[config.mk]
export PLATFORM = sky130hd
export DESIGN_NAME = diamond_stream_seq
export DESIGN_NICKNAME = d
export VERILOG_FILES = /design/src/rtl/diamond_pkg.sv /design/src/rtl/diamond_row_calc.sv /design/src/rtl/diamond_stream_seq.sv
export SDC_FILE = /design/constraint.sdc
export NUM_CORES = 1
export LEC_CHECK = 0
export ABC_CLOCK_PERIOD_IN_PS = 3750
export CAP_MARGIN = 15
export CORE_MARGIN = 2
export CORE_UTILIZATION = 55
export CTS_CLUSTER_DIAMETER = 80
export DETAILED_ROUTE_END_ITERATION = 16
export MAX_ROUTING_LAYER = met4
export PLACE_DENSITY = 0.79
export SLEW_MARGIN = 40
export SYNTH_ARGS = -nofsm -noshare
export SYNTH_HDL_FRONTEND = slang
export SYNTH_HIERARCHICAL = 1
export SYNTH_SLANG_ARGS = --single-unit
export TNS_END_PERCENT = 10
[constraint.sdc]
create_clock -name clk -period 3.75 [get_ports clk]
set_input_delay 0.75 -clock clk [delete_from_list [all_inputs] [get_ports clk]]
set_output_delay 0.75 -clock clk [all_outputs]
set_load 0.02 [all_outputs]
[src/rtl/diamond_pkg.sv]
// Shared constants, FSM state type and pattern-length helper for the diamond stream sequencer.
// Defining DIAMOND_MID_DEDUP_EN makes the widest row appear only once.
package diamond_pkg;

    localparam logic [7:0] ASCII_SP   = 8'h20;
    localparam logic [7:0] ASCII_STAR = 8'h2A;
    localparam logic [7:0] ASCII_NL   = 8'h0A;

`ifdef DIAMOND_MID_DEDUP_EN
    localparam bit DEDUP_EN = 1'b1;
`else
    localparam bit DEDUP_EN = 1'b0;
`endif

    typedef enum logic [2:0] {
        IDLE,
        LEAD_SP,
        STAR,
        STAR_SP,
        NL,
        FIN
    } state_t;

    // Each row r of a half costs (n-1-r) + 2(r+1) + 1 bytes; the dedup build drops one widest row.
    function automatic int diamond_len(input int n, input bit dedup);
        int per_half;
        per_half = n * (n + 2) + (n * (n - 1)) / 2;
        return dedup ? (2 * per_half - (2 * n + 1)) : (2 * per_half);
    endfunction

endpackage

[src/rtl/diamond_row_calc.sv]
// Row geometry: leading-space and "* "-pair counts for a given half and row index.
module diamond_row_calc #(
    parameter int N     = 5,
    parameter int ROW_W = $clog2(N + 1)
) (
    input  logic             half,
    input  logic [ROW_W-1:0] row,
    output logic [ROW_W-1:0] lead_spaces,
    output logic [ROW_W-1:0] star_pairs
);

    localparam logic [ROW_W-1:0] LAST_ROW = ROW_W'(N - 1);
    localparam logic [ROW_W-1:0] ROWS     = ROW_W'(N);

    always_comb begin
        if (half) begin
            lead_spaces = row;
            star_pairs  = ROWS - row;
        end else begin
            lead_spaces = LAST_ROW - row;
            star_pairs  = row + ROW_W'(1);
        end
    end

endmodule

[src/rtl/diamond_stream_seq.sv]
// Byte-serial star-diamond generator behind a valid/ready source port.
// Build with DIAMOND_MID_DEDUP_EN to emit the middle (widest) row only once.
module diamond_stream_seq
    import diamond_pkg::*;
#(
    parameter int N = 5
) (
    input  logic       clk,
    input  logic       rst_n,
    input  logic       start,
    output logic       out_valid,
    input  logic       out_ready,
    output logic [7:0] out_char,
    output logic       out_last,
    output logic       busy,
    output logic       done
);

    localparam int               ROW_W       = $clog2(N + 1);
    localparam logic [ROW_W-1:0] LAST_ROW    = ROW_W'(N - 1);
    localparam int               PATTERN_LEN = diamond_len(N, DEDUP_EN);

    state_t           state_reg, state_next;
    logic             half_reg, half_next;
    logic [ROW_W-1:0] row_reg, row_next;
    logic [ROW_W-1:0] col_reg, col_next;
    logic             out_valid_reg, out_valid_next;
    logic [7:0]       out_char_reg, out_char_next;
    logic             out_last_reg, out_last_next;
    logic             busy_reg, busy_next;
    logic             done_reg, done_next;

    logic             handshake;
    logic             follow_half;
    logic [ROW_W-1:0] follow_row;
    logic             calc_half;
    logic [ROW_W-1:0] calc_row;
    logic [ROW_W-1:0] calc_lead;
    logic [ROW_W-1:0] calc_pairs;

    assign handshake = out_valid_reg & out_ready;

    // With dedup and a single row, the upper half's only row is also the final one.
    function automatic logic at_last_row(input logic h, input logic [ROW_W-1:0] r);
        return (h || (DEDUP_EN && (N == 1))) && (r == LAST_ROW);
    endfunction

    // IDLE and NL look ahead to the row about to start; other states need the current row.
    always_comb begin
        follow_half = half_reg;
        follow_row  = row_reg + ROW_W'(1);
        if (state_reg == IDLE) begin
            follow_half = 1'b0;
            follow_row  = '0;
        end else if (!half_reg && (row_reg == LAST_ROW)) begin
            follow_half = 1'b1;
            follow_row  = DEDUP_EN ? ROW_W'(1) : '0;
        end
        calc_half = half_reg;
        calc_row  = row_reg;
        if ((state_reg == IDLE) || (state_reg == NL)) begin
            calc_half = follow_half;
            calc_row  = follow_row;
        end
    end

    diamond_row_calc #(
        .N     (N),
        .ROW_W (ROW_W)
    ) u_row_calc (
        .half        (calc_half),
        .row         (calc_row),
        .lead_spaces (calc_lead),
        .star_pairs  (calc_pairs)
    );

    always_ff @(posedge clk or negedge rst_n) begin
        if (!rst_n) begin
            state_reg     <= IDLE;
            half_reg      <= 1'b0;
            row_reg       <= '0;
            col_reg       <= '0;
            out_valid_reg <= 1'b0;
            out_char_reg  <= 8'h00;
            out_last_reg  <= 1'b0;
            busy_reg      <= 1'b0;
            done_reg      <= 1'b0;
        end else begin
            state_reg     <= state_next;
            half_reg      <= half_next;
            row_reg       <= row_next;
            col_reg       <= col_next;
            out_valid_reg <= out_valid_next;
            out_char_reg  <= out_char_next;
            out_last_reg  <= out_last_next;
            busy_reg      <= busy_next;
            done_reg      <= done_next;
        end
    end

    always_comb begin
        state_next = state_reg;
        half_next  = half_reg;
        row_next   = row_reg;
        col_next   = col_reg;
        unique case (state_reg)
            IDLE: begin
                if (start) begin
                    half_next  = follow_half;
                    row_next   = follow_row;
                    col_next   = '0;
                    state_next = (calc_lead == '0) ? STAR : LEAD_SP;
                end
            end
            LEAD_SP: begin
                if (handshake) begin
                    if (col_reg == calc_lead - ROW_W'(1)) begin
                        col_next   = '0;
                        state_next = STAR;
                    end else begin
                        col_next = col_reg + ROW_W'(1);
                    end
                end
            end
            STAR: begin
                if (handshake) begin
                    state_next = STAR_SP;
                end
            end
            STAR_SP: begin
                if (handshake) begin
                    if (col_reg == calc_pairs - ROW_W'(1)) begin
                        col_next   = '0;
                        state_next = NL;
                    end else begin
                        col_next   = col_reg + ROW_W'(1);
                        state_next = STAR;
                    end
                end
            end
            NL: begin
                if (handshake) begin
                    if (at_last_row(half_reg, row_reg)) begin
                        state_next = FIN;
                    end else begin
                        half_next  = follow_half;
                        row_next   = follow_row;
                        state_next = (calc_lead == '0) ? STAR : LEAD_SP;
                    end
                end
            end
            FIN: begin
                half_next  = 1'b0;
                row_next   = '0;
                col_next   = '0;
                state_next = IDLE;
            end
            default: begin
                state_next = IDLE;
            end
        endcase
    end

    // Outputs are decoded from the upcoming state so they register alongside it.
    always_comb begin
        out_valid_next = 1'b0;
        out_char_next  = 8'h00;
        out_last_next  = 1'b0;
        busy_next      = 1'b0;
        done_next      = 1'b0;
        case (state_next)
            LEAD_SP: begin
                out_valid_next = 1'b1;
                out_char_next  = ASCII_SP;
                busy_next      = 1'b1;
            end
            STAR: begin
                out_valid_next = 1'b1;
                out_char_next  = ASCII_STAR;
                busy_next      = 1'b1;
            end
            STAR_SP: begin
                out_valid_next = 1'b1;
                out_char_next  = ASCII_SP;
                busy_next      = 1'b1;
            end
            NL: begin
                out_valid_next = 1'b1;
                out_char_next  = ASCII_NL;
                out_last_next  = at_last_row(half_next, row_next);
                busy_next      = 1'b1;
            end
            FIN: begin
                done_next = 1'b1;
            end
            default: begin
            end
        endcase
    end

    assign out_valid = out_valid_reg;
    assign out_char  = out_char_reg;
    assign out_last  = out_last_reg;
    assign busy      = busy_reg;
    assign done      = done_reg;

`ifndef SYNTHESIS
    logic [15:0] byte_cnt_reg;

    always_ff @(posedge clk or negedge rst_n) begin
        if (!rst_n) begin
            byte_cnt_reg <= '0;
        end else if (state_reg == IDLE) begin
            byte_cnt_reg <= '0;
        end else if (handshake) begin
            byte_cnt_reg <= byte_cnt_reg + 16'd1;
        end
    end

    a_pattern_len: assert property (@(posedge clk) disable iff (!rst_n)
        (handshake && out_last_reg) |-> (int'(byte_cnt_reg) == PATTERN_LEN - 1));
`endif

endmodule
==> impl_metrics.tcl <==
set metrics [dict create \
    yosysWarningCount 6 \
    end_kind "flop" \
    die-area_um2 2690 \
    period_share 0.932 \
    hold_viol_final 0 \
    finClkSkew_ns 0.00652 \
    drt_iter0_markers 15 \
    critPathArrivalTime_ns 3.68 \
    io_buffer_count 10 \
    drive_above_1_share 0.132 \
    crit_type "reg2reg" \
    synth-edff-count 0 \
    p_per_area_nw_per_um2 782 \
    firstDrtPassIters 4 \
    ys_types 49 \
    core_um2 2190 \
    syn-instance-count 144 \
    nFillCells 179 \
    cp-start-kind "flop" \
    synth_xor_area_frac 0.0674 \
    final_common_cell "inv_1" \
    slew_violations 0 \
    fp.dieW_um 51.9 \
    synthAdderAreaFrac 0.0793 \
    worst_pin_slew_ns 0.663 \
    relSlewSlack 0.556 \
    hp-class "reg2reg" \
    antenna_cells 0 \
    ant_nets 0 \
    status "complete, no violations" \
    viasPerCell 5.51 \
    place.detailed.hpwl_um 1890 \
    r2r-end "out_last" \
    route.vias.total 986 \
    clockBufferDepth 2 \
    regToRegSetupSlack_ns 0.26 \
    async_flop_share 1.00 \
    ys_ff_latch 15 \
    rows 17 \
    crit_start "state_reg[0]" \
    track_usage 0.204 \
    maxClockFrequency_mhz 286 \
    ios 16 \
    rsz0062_at_grt "false" \
    hold_start "col_reg[2]" \
    critPathRequiredTime_ns 3.94 \
    clk_pin_slew_ns 0.09 \
    fp.dieH_um 51.9 \
    synthMuxAreaShare 0.0327 \
    wl_per_cell_um 12.9 \
    p_leak_nw 0.631 \
    finalSetupTns_ns 0 \
    routed_wl_um 2310 \
    initial_core_util 0.576 \
    final_area_um2 1380 \
    cts_buffers 3 \
    drv_cap 0 \
    period_needed_ns 3.49 \
    seq_area_frac_synth 0.297 \
    grt_pass1_wl_um 3970 \
    drc 0 \
    cts-root-buf "clkbuf_4" \
    fin_util 0.630 \
    setup_viol 0 \
    synth_compound_area_frac 0.180 \
    synth_top_family_by_area "simple AND/OR/NAND/NOR gates" \
    synth-simple-area-share 0.211 \
    r2r-start "state_reg[0]" \
    gp_congestion 0.933 \
    h-tree-depth 1 \
    cts.sinks 15 \
    postCtsSetupRepairBufs 0 \
    grt_overflow 0 \
    layout_common_cells "inv_1, dfrtp_1, clkdlybuf4s50_1" \
    area_delta_synth_final_pct 9.32 \
    holdPathEnd "col_reg[2]" \
    max-vdd-ir-drop_mv 0.492 \
    antenna_found_initial 0 \
    insertion_delay_ns 0.29 \
    dominantRegCellSynth "dfrtp_1" \
    r2r_cells 13 \
    grt_max_degree 16 \
    syn_avg_cell_area_um2 8.77 \
    fin_nets 164 \
    cts_tree "built" \
    crit_fanout 10 \
    syn-cell-area_um2 1260 \
    placed_area_um2 1330 \
    grt_pass1_vias 905 \
    hold_depth 1 \
]
==> critical path, stage by stage (launching register included) <==
cell and delay (ns):
dfrtp_1 0.49, or3b_4 0.49, o31ai_2 0.27, inv_1 0.08
ha_1 0.29, mux2_2 0.27, inv_1 0.06, ha_1 0.14
ha_1 0.23, xor2_1 0.23, nand4_1 0.18, a221oi_4 0.33
nand2_2 0.11, nor4_2 0.25
==> cells in the mapped netlist (2+ instances only) <==
| library cell | instances | share of area |
|---|---|---|
| a21oi_1 | 5 | 0.020 |
| a2bb2oi_1 | 2 | 0.014 |
| a31oi_1 | 2 | 0.0099 |
| and3_1 | 2 | 0.0099 |
| buf_2 | 3 | 0.012 |
| buf_4 | 9 | 0.054 |
| dfrtp_1 | 15 | 0.30 |
| ha_1 | 8 | 0.079 |
| inv_1 | 17 | 0.051 |
| mux2i_1 | 3 | 0.024 |
| nand2_1 | 7 | 0.021 |
| nand2b_1 | 6 | 0.030 |
| nand3_1 | 5 | 0.020 |
| nor2_1 | 8 | 0.024 |
| nor2b_1 | 4 | 0.020 |
| nor3_1 | 2 | 0.0079 |
| o211ai_1 | 2 | 0.012 |
| o21ai_0 | 5 | 0.020 |
| o22ai_1 | 4 | 0.020 |
| xnor2_1 | 4 | 0.028 |
| xor2_1 | 3 | 0.021 |
==> metrics by stage <==
stage	cells	power, mW	hold WS [ns]	setup WS, ns
floorplan	148	0.843	0.454	0.377
global placement	175	0.949	0.552	0.356
detailed placement	175	0.971	0.561	0.189
CTS	179	1.07	0.581	0.147
global route	179	1.19	0.602	0.0356
finish	179	1.08	0.573	0.257
==> power breakdown <==
group          switching, mW  internal, mW
Clock                 0.0520        0.0396
Combinational          0.391         0.315
Sequential            0.0681         0.213
==> kinds of logic after synthesis <==
| logic type | after synthesis |
|---|---|
| multiplexers | 4 |
| AO/OA/AOI/OAI | 32 |
| adder cells (fa/ha/maj) | 8 |
| other | 1 |
| buffers and inverters | 31 |
| AND/OR/NAND/NOR | 45 |
| flip-flops | 15 |
| XOR/XNOR | 8 |
==> repair_timing <==
action,CTS,global route
hold endpoints to repair,0,0
setup endpoints to repair,0,1
resized for setup,0,4
hold buffers,0,0
==> area by class of cell <==
cell class	instances	area (µm²)	area share
well taps	28	35.0	0.0254
multi-input cells	102	756	0.548
repair buffers	12	115	0.0834
clock buffers	3	22.5	0.0163
flip-flops and latches	15	378	0.274
clock inverters	1	5.00	0.00363
inverters	18	68.8	0.0499
==> how the worst max path moves through the flow <==
stage,depth (start not counted),slack [ns],endpoint
after floorplan,14,0.38,out_last
after global placement,12,0.36,busy
after detailed placement,13,0.19,out_last
after CTS,13,0.15,out_last
after global routing,14,0.04,out_last
final,13,0.26,out_last
==> routing by layer <==
metal,vias to the layer above,routed length [µm],GRT usage
met5,-,0,-
met1,463,1060,0.268
met3,4,90,0.0517
met2,19,1140,0.312
met4,0,27,0.0614
li1,500,-,-
Power figures use the tool's default switching activity.
